**src/rtl/cas_pkg.sv**
```systemverilog
// Shared state encoding and framing constants for the
// cassette block sequencer and its byte emitter.
package cas_pkg;

  typedef enum logic [3:0] {
    S_IDLE,
    S_LEADER,
    S_SYNC0,
    S_SYNC1,
    S_TYPE,
    S_LEN,
    S_FETCH,
    S_DATA,
    S_CSUM,
    S_TRAIL,
    S_GAP,
    S_DRAIN
  } cas_state_e;

  localparam logic [7:0] CAS_LEADER_BYTE = 8'h55;
  localparam logic [7:0] CAS_SYNC_BYTE   = 8'h3C;

  function automatic logic is_frame(input cas_state_e s);
    return s inside {S_LEADER, S_SYNC0, S_SYNC1, S_TYPE,
                     S_LEN, S_CSUM, S_TRAIL};
  endfunction

endpackage

```
**src/rtl/cas_block_sequencer_if.sv**
```systemverilog
// Command, buffer-read, generator and status bundle of
// the cassette block sequencer.
interface cas_block_sequencer_if;

  logic       cmd_start;
  logic       cmd_abort;
  logic [7:0] cmd_type;
  logic [7:0] cmd_len;
  logic [7:0] cmd_leader;
  logic [7:0] data_addr;
  logic       data_rd;
  logic [7:0] data_in;
  logic       gen_start;
  logic [7:0] gen_din;
  logic       gen_done;
  logic       busy;
  logic       blk_done;
  logic       aborted;

  modport master (
    input  cmd_start, cmd_abort, cmd_type,
    input  cmd_len, cmd_leader, data_in, gen_done,
    output data_addr, data_rd, gen_start, gen_din,
    output busy, blk_done, aborted
  );

  modport slave (
    output cmd_start, cmd_abort, cmd_type,
    output cmd_len, cmd_leader, data_in, gen_done,
    input  data_addr, data_rd, gen_start, gen_din,
    input  busy, blk_done, aborted
  );

endinterface

```
**src/rtl/cas_byte_emitter.sv**
```systemverilog
// One-byte start/complete handshake towards square_gen:
// pulse start, arm on done low, complete on done high.
module cas_byte_emitter (
  input  logic       clk,
  input  logic       reset_n,
  input  logic       req,
  input  logic [7:0] req_byte,
  input  logic       gen_done,
  output logic       gen_start,
  output logic [7:0] gen_din,
  output logic       busy,
  output logic       done
);

  logic       start_q, start_d;
  logic [7:0] din_q, din_d;
  logic       busy_q, busy_d;
  logic       armed_q, armed_d;

  // A stale high done level from the previous byte is ignored
  assign done = busy_q && armed_q && gen_done;

  always_comb begin
    start_d = req;
    din_d   = din_q;
    busy_d  = busy_q;
    armed_d = armed_q;
    if (req) begin
      din_d   = req_byte;
      busy_d  = 1'b1;
      armed_d = 1'b0;
    end else if (done) begin
      busy_d  = 1'b0;
      armed_d = 1'b0;
    end else if (busy_q && !gen_done) begin
      armed_d = 1'b1;
    end
  end

  always_ff @(posedge clk or negedge reset_n) begin
    if (!reset_n) begin
      start_q <= 1'b0;
      din_q   <= 8'h00;
      busy_q  <= 1'b0;
      armed_q <= 1'b0;
    end else begin
      start_q <= start_d;
      din_q   <= din_d;
      busy_q  <= busy_d;
      armed_q <= armed_d;
    end
  end

  assign gen_start = start_q;
  assign gen_din   = din_q;
  assign busy      = busy_q;

endmodule

```
**src/rtl/cas_block_sequencer.sv**
```systemverilog
// CoCo cassette block framer: leader, sync, type, len,
// data, checksum, trailer and gap, fed byte by byte.
module cas_block_sequencer
  import cas_pkg::*;
#(
  parameter logic [23:0] GAP_CYCLES = 24'd1000000
) (
  input logic                   clk,
  input logic                   reset_n,
  cas_block_sequencer_if.master bus
);

  cas_state_e  state_q, state_d, nxt;
  logic [7:0]  type_q, type_d;
  logic [7:0]  len_q, len_d;
  logic [7:0]  lead_q, lead_d;
  logic [7:0]  idx_q, idx_d;
  logic [7:0]  csum_q, csum_d;
  logic [23:0] gap_q, gap_d;
  logic        data_rd_q, data_rd_d;
  logic        busy_q, busy_d;
  logic        blk_done_q, blk_done_d;
  logic        aborted_q, aborted_d;
  logic        emit_req, emit_busy, emit_done;
  logic [7:0]  emit_byte;
  logic        adv, fin, kill;

  cas_byte_emitter u_emit (
    .clk      (clk),
    .reset_n  (reset_n),
    .req      (emit_req),
    .req_byte (emit_byte),
    .gen_done (bus.gen_done),
    .gen_start(bus.gen_start),
    .gen_din  (bus.gen_din),
    .busy     (emit_busy),
    .done     (emit_done)
  );

  always_comb begin
    state_d    = state_q;
    nxt        = state_q;
    type_d     = type_q;
    len_d      = len_q;
    lead_d     = lead_q;
    idx_d      = idx_q;
    csum_d     = csum_q;
    gap_d      = gap_q;
    data_rd_d  = 1'b0;
    busy_d     = busy_q;
    blk_done_d = 1'b0;
    aborted_d  = aborted_q;
    emit_req   = 1'b0;
    emit_byte  = CAS_LEADER_BYTE;
    adv        = 1'b0;
    fin        = 1'b0;
    kill       = bus.cmd_abort && (state_q != S_IDLE)
                 && (state_q != S_DRAIN);

    unique case (state_q)
      S_IDLE: begin
        if (bus.cmd_start && !bus.cmd_abort) begin
          state_d   = (bus.cmd_leader != 8'd0) ? S_LEADER
                                               : S_SYNC0;
          type_d    = bus.cmd_type;
          len_d     = bus.cmd_len;
          lead_d    = bus.cmd_leader;
          idx_d     = 8'd0;
          csum_d    = bus.cmd_type + bus.cmd_len;
          busy_d    = 1'b1;
          aborted_d = 1'b0;
        end
      end
      S_FETCH: state_d = S_DATA;
      S_DATA: begin
        if (!emit_busy) begin
          emit_req = 1'b1;
          csum_d   = csum_q + bus.data_in;
        end else begin
          adv = emit_done;
        end
      end
      S_GAP: begin
        if (gap_q == GAP_CYCLES - 24'd1) fin = 1'b1;
        else gap_d = gap_q + 24'd1;
      end
      S_DRAIN: fin = emit_done || !emit_busy;
      default: begin
        if (!emit_busy) emit_req = 1'b1;
        else adv = emit_done;
      end
    endcase

    // Next byte is launched on the completion edge itself
    if (adv) begin
      unique case (state_q)
        S_LEADER: begin
          lead_d = lead_q - 8'd1;
          nxt    = (lead_q == 8'd1) ? S_SYNC0 : S_LEADER;
        end
        S_SYNC0: nxt = S_SYNC1;
        S_SYNC1: nxt = S_TYPE;
        S_TYPE:  nxt = S_LEN;
        S_LEN:   nxt = (len_q == 8'd0) ? S_CSUM : S_FETCH;
        S_DATA: begin
          if (idx_q == len_q - 8'd1) begin
            nxt = S_CSUM;
          end else begin
            nxt   = S_FETCH;
            idx_d = idx_q + 8'd1;
          end
        end
        S_CSUM:  nxt = S_TRAIL;
        default: nxt = S_GAP;
      endcase
      state_d   = nxt;
      gap_d     = 24'd0;
      data_rd_d = (nxt == S_FETCH);
      emit_req  = is_frame(nxt);
      if (state_q == S_TRAIL && GAP_CYCLES == 24'd0)
        fin = 1'b1;
    end

    unique case (state_d)
      S_SYNC1: emit_byte = CAS_SYNC_BYTE;
      S_TYPE:  emit_byte = type_q;
      S_LEN:   emit_byte = len_q;
      S_CSUM:  emit_byte = csum_q;
      S_DATA:  emit_byte = bus.data_in;
      default: emit_byte = CAS_LEADER_BYTE;
    endcase

    // The generator cannot be stopped mid-byte
    if (kill) begin
      emit_req  = 1'b0;
      data_rd_d = 1'b0;
      if (emit_busy && !emit_done) begin
        state_d = S_DRAIN;
        fin     = 1'b0;
      end else begin
        fin = 1'b1;
      end
    end

    if (fin) begin
      state_d    = S_IDLE;
      busy_d     = 1'b0;
      blk_done_d = 1'b1;
      aborted_d  = kill || (state_q == S_DRAIN);
    end
  end

  always_ff @(posedge clk or negedge reset_n) begin
    if (!reset_n) begin
      state_q    <= S_IDLE;
      type_q     <= 8'h00;
      len_q      <= 8'h00;
      lead_q     <= 8'h00;
      idx_q      <= 8'h00;
      csum_q     <= 8'h00;
      gap_q      <= 24'd0;
      data_rd_q  <= 1'b0;
      busy_q     <= 1'b0;
      blk_done_q <= 1'b0;
      aborted_q  <= 1'b0;
    end else begin
      state_q    <= state_d;
      type_q     <= type_d;
      len_q      <= len_d;
      lead_q     <= lead_d;
      idx_q      <= idx_d;
      csum_q     <= csum_d;
      gap_q      <= gap_d;
      data_rd_q  <= data_rd_d;
      busy_q     <= busy_d;
      blk_done_q <= blk_done_d;
      aborted_q  <= aborted_d;
    end
  end

  assign bus.data_addr = idx_q;
  assign bus.data_rd   = data_rd_q;
  assign bus.busy      = busy_q;
  assign bus.blk_done  = blk_done_q;
  assign bus.aborted   = aborted_q;

endmodule

```
**src/flat_wrapper.sv**
```systemverilog
// flat-port wrapper written by rule: the top's interface ports become plain ports
module cas_block_sequencer_flat import cas_pkg::*;
#(
  parameter logic [23:0] GAP_CYCLES = 24'd1000000
)
  (clk, reset_n, bus_cmd_start, bus_cmd_abort, bus_cmd_type, bus_cmd_len, bus_cmd_leader, bus_data_in, bus_gen_done, bus_data_addr, bus_data_rd, bus_gen_start, bus_gen_din, bus_busy, bus_blk_done, bus_aborted);
  cas_block_sequencer_if bus_i ();
  input logic clk;
  input logic reset_n;
  input wire logic [$bits(bus_i.cmd_start)-1:0] bus_cmd_start;
  input wire logic [$bits(bus_i.cmd_abort)-1:0] bus_cmd_abort;
  input wire logic [$bits(bus_i.cmd_type)-1:0] bus_cmd_type;
  input wire logic [$bits(bus_i.cmd_len)-1:0] bus_cmd_len;
  input wire logic [$bits(bus_i.cmd_leader)-1:0] bus_cmd_leader;
  input wire logic [$bits(bus_i.data_in)-1:0] bus_data_in;
  input wire logic [$bits(bus_i.gen_done)-1:0] bus_gen_done;
  output wire logic [$bits(bus_i.data_addr)-1:0] bus_data_addr;
  output wire logic [$bits(bus_i.data_rd)-1:0] bus_data_rd;
  output wire logic [$bits(bus_i.gen_start)-1:0] bus_gen_start;
  output wire logic [$bits(bus_i.gen_din)-1:0] bus_gen_din;
  output wire logic [$bits(bus_i.busy)-1:0] bus_busy;
  output wire logic [$bits(bus_i.blk_done)-1:0] bus_blk_done;
  output wire logic [$bits(bus_i.aborted)-1:0] bus_aborted;
  assign bus_i.cmd_start = bus_cmd_start;
  assign bus_i.cmd_abort = bus_cmd_abort;
  assign bus_i.cmd_type = bus_cmd_type;
  assign bus_i.cmd_len = bus_cmd_len;
  assign bus_i.cmd_leader = bus_cmd_leader;
  assign bus_i.data_in = bus_data_in;
  assign bus_i.gen_done = bus_gen_done;
  assign bus_data_addr = bus_i.data_addr;
  assign bus_data_rd = bus_i.data_rd;
  assign bus_gen_start = bus_i.gen_start;
  assign bus_gen_din = bus_i.gen_din;
  assign bus_busy = bus_i.busy;
  assign bus_blk_done = bus_i.blk_done;
  assign bus_aborted = bus_i.aborted;
  cas_block_sequencer #(.GAP_CYCLES(GAP_CYCLES)) u_core (.clk(clk), .reset_n(reset_n), .bus(bus_i));
endmodule
```
**config.mk**
```make
export PLATFORM = sky130hd
export DESIGN_NAME = cas_block_sequencer_flat
export DESIGN_NICKNAME = d
export VERILOG_FILES = /design/src/rtl/cas_pkg.sv /design/src/rtl/cas_block_sequencer_if.sv /design/src/rtl/cas_byte_emitter.sv /design/src/rtl/cas_block_sequencer.sv /design/src/flat_wrapper.sv
export SDC_FILE = /design/constraint.sdc
export NUM_CORES = 1
export LEC_CHECK = 0
export BUFFER_PORTS_ARGS = -buffer_cell sky130_fd_sc_hd__buf_2
export CORE_ASPECT_RATIO = 0.9
export CORE_MARGIN = 4
export CORE_UTILIZATION = 45
export CTS_CLUSTER_SIZE = 28
export DETAILED_ROUTE_END_ITERATION = 12
export PLACE_DENSITY_LB_ADDON = 0.1
export SLEW_MARGIN = 20
export SYNTH_ARGS = -nofsm -noshare
export SYNTH_HDL_FRONTEND = slang
export SYNTH_SLANG_ARGS = --single-unit
```
**constraint.sdc**
```tcl
create_clock -name clk -period 2.4 [get_ports clk]
set_input_delay 0.12 -clock clk [delete_from_list [all_inputs] [get_ports clk]]
set_output_delay 0.12 -clock clk [all_outputs]
set_load 0.1 [all_outputs]
```
==> flow_metrics.py <==
metrics = {
    "run_status": {
        "status": "finished with violations",
        "failed_checks": "negative setup slack",
    },
    "logic_synthesis": {
        "synth_top_cell_area_share_pct": 39.4,
        "syn_avg_cell_area_um2": 8.89,
        "synth_seq_cells": 83,
        "syn_nets": 652,
        "synthFlopType": "dfrtp_1",
        "ys_async_sr_fraction_pct": 100,
        "synth_area_mm2": 0.00527,
        "synth-edff-count": 0,
        "synth_warnings": 0,
        "synth.distinct_cells": 71,
        "syn_inst": 593,
        "seq_area_frac_synth_pct": 39.4,
        "synth_area_leader_cell": "dfrtp_1",
        "ys_top_cells_by_area": "dfrtp_1 39%, nand2_1 6.6%, ha_1 4.7%, nor2_1 3.8%, a21oi_1 3.5%",
    },
    "global_routing": {
        "grt_util_met1_pct": 29.0,
        "grt_pass1_vias": 5034,
        "grt_pass1_wl_um": 24000,
        "overflow": 0,
        "grt_antenna_before_repair": 0,
        "grtUsageMet3_pct": 5.00,
        "grtUsageTotal_pct": 22.2,
        "top_usage_layer": "met2",
        "grt_max_degree": 47,
        "grt.met2_usage_pct": 37.4,
    },
    "cts": {
        "clk_latency_ns": 0.35,
        "ctsLongestPathBuffers": 2,
        "cts_sinks": 83,
        "cts_tree": "done",
        "cts_root_buf": "clkbuf_16",
        "cts_made_buffers": 9,
        "htree_levels": 3,
        "clk_pin_slew_worst_paths_ns": 0.06,
    },
    "pwr": {
        "p_leak_nw": 3.40,
        "power.density_mw_per_mm2": 1240,
        "ir_drop_uv": 616,
    },
    "finish": {
        "design_area_mm2": 0.00724,
        "antennaDiodeCount": 0,
        "fillCellCount": 981,
        "nNetsFinal": 817,
        "area_growth_pct": 37.3,
        "seqCellArea_mm2": 0.00210,
        "multi_input_area_mm2": 0.00329,
        "drive_above_1_share_pct": 36.0,
    },
    "sta": {
        "slew_headroom_pct": 57.2,
        "worst_pin_slew_ns": 0.642,
        "fin_skew_ns": 0.00570,
        "setup_viol": 7,
        "setup_ws_ns": -0.0970,
        "hold_viol": 0,
        "fin_crit_sh_pct": 104,
        "drv_slew": 0,
        "rsz0062_at_grt": "true",
        "max_freq_ghz": 0.400,
        "post-route-min-period_ns": 2.50,
    },
    "floorplan": {
        "initial_utilization_pct": 46.1,
        "core_mm2": 0.0114,
        "die_h_um": 111,
        "io_pins": 58,
        "die-area_mm2": 0.0135,
        "row_count": 37,
        "die_x_um": 122,
    },
    "routing": {
        "via_count": 4917,
        "wl_per_cell_um": 15.9,
        "postRouteWirelength_um": 14600,
        "drc": 0,
        "vias_per_cell": 5.35,
        "drtAntennaViolNets": 0,
        "dr.pass1.iters": 4,
        "initialDrtViolationCount": 339,
    },
    "worst_setup_path": {
        "crit_end": "u_core.u_emit.gen_din[6]",
        "crit_required_ns": 2.62,
        "arrival_ns": 2.72,
        "r2r-start": "u_core.bus.data_addr[5]",
        "r2r-end": "u_core.u_emit.gen_din[6]",
        "r2r_slack_ns": -0.1,
        "cp-startpoint": "u_core.bus.data_addr[5]",
        "path_class": "reg -> reg",
        "start_kind": "flip-flop",
        "critPathMaxFanout": 6,
        "cp-end-kind": "flip-flop",
        "worst_r2r_path_depth": 11,
    },
    "job": {
        "drv_cap": 0,
    },
    "placement": {
        "pre_cts_ws_ns": -0.175,
        "placed_cell_area_mm2": 0.00631,
        "port-buffer-count": 57,
        "dp_hpwl_um": 10700,
        "globalplace.congestion": 0.861,
    },
    "min_path": {
        "min_path_type": "in -> reg",
    },
}
cell type report:
type,instances,area share (%)
tap,156,2.70
timing repair buffer,180,17.7
clock buffer,10,3.16
multi-input combinational,463,45.4
clock inverter,6,0.899
sequential,83,29.0
inverter,21,1.11
Yosys cell counts, types with 3 or more instances:
cell       n
a21oi_1   37
a211oi_1   3
buf_4      3
nor3_2     3
nor2_1    54
dfrtp_1   83
nand4_1   13
buf_2      5
a21o_1     6
nor2b_1    7
xor2_1    21
nor3_1     9
nand2_1   93
nor4b_1    5
o221a_2    6
and2_1     6
clkbuf_1  15
o21bai_1   3
or3_1      7
mux2_2     7
ha_1      20
inv_1     19
buf_6      3
nand2b_1   7
o21ai_0   30
nor4_1     6
nand3_1   20
mux2i_1   10
a22oi_1    5
a31oi_1    6
xnor2_1   17
and3_1    13
sequential cells by signal, summed over array words and instances (netlist names), 4 cells and up:
name,cells
u_core.state_q,4
u_core.csum_q,8
u_core.bus.data_addr,8
u_core.lead_q,8
u_core.len_q,8
u_core.type_q,8
u_core.gap_q,24
u_core.u_emit.gen_din,8
stage by stage:
stage | setup TNS, ns | instances | total power (W) | utilization (%) | hold WS, ns
2_1_floorplan | -0.742 | 593 | 0.00527 | - | -0.176
3_3_place_gp | -0.590 | 870 | 0.00680 | 55.2 | 0.185
3_5_place_dp | -1.14 | 870 | 0.00688 | 55.2 | 0.194
4_1_cts | -0.610 | 900 | 0.00837 | 59.3 | 0.00909
5_1_grt | -1.47 | 919 | 0.00956 | 63.3 | 0.0177
6_report | -0.412 | 919 | 0.00895 | 63.3 | 0.0251
how the worst min path moves through the flow:
stage | startpoint | slack, ns | endpoint | cells after the start
floorplan | reset_n | -0.18 | u_core.bus.aborted | 0
global placement | reset_n | 0.19 | u_core.gap_q[1] | 1
detailed placement | reset_n | 0.19 | u_core.gap_q[1] | 1
CTS | bus_cmd_len[2] | 0.009 | u_core.len_q[2] | 3
global route | bus_cmd_len[2] | 0.02 | u_core.len_q[2] | 3
finish | bus_cmd_len[2] | 0.03 | u_core.len_q[2] | 3
cell usage in the layout (no fill, tap or decap), drive strengths merged, types with 3 or more instances in the layout:
master and n:
o21bai 3, nor3 12, mux2i 10, o21ai 33, a31oi 8, buf 167
nand3 21, o221a 6, nand4 14, or3 8, xnor2 17, nor4b 5
nor2b 7, a22oi 5, dlygate4sd3 13, inv 21, xor2 21, ha 20
nand2 93, a211oi 3, a21o 6, clkbuf 10, and2 6, mux2 9
and3 13, nand2b 7, clkinv 4, nor4 10, dfrtp 83, nor2 55
a21oi 37
report_power, final:
group,leakage [nW],internal [W],switching (W)
registers,1.03,0.00189,0.000490
clock network,0.143,0.000808,0.000587
logic,2.23,0.00233,0.00286
cells by family (layout without fill, tap and decap cells):
group                    after synthesis  count (layout)  synth area share [%]
flip-flops                            83              83                  39.4
AND/OR/NAND/NOR                      262             262                  25.4
multiplexers                          19              19                  3.89
buffers and inverters                 47             217                  4.11
adder cells (fa/ha/maj)               22              22                  5.51
XOR/XNOR                              38              38                  6.31
AO/OA/AOI/OAI                        122             122                  15.4
per-layer routing:
layer / up-vias / wire (µm)
met5: - / 0
met4: 0 / 133
met3: 8 / 516
met2: 77 / 7320
met1: 2394 / 6640
li1: 2438 / -
what timing repair did:
item	CTS	global route
buffers inserted	1	19
endpoints found under the setup margin	12	22
endpoints found under the hold margin	56	0
pin swaps	3	27
hold buffers	13	0
resized for setup	9	65
critical path: stages, from the launching register on:
cell and delay (ns):
dfrtp_4 0.47, buf_6 0.13, nor3b_2 0.15, nand4_1 0.13
o311ai_2 0.13, o211a_2 0.34, o21ai_4 0.20, nor3_2 0.07
buf_4 0.16, buf_6 0.11, a222oi_1 0.32, o211ai_1 0.14
Power figures use the tool's default switching activity.
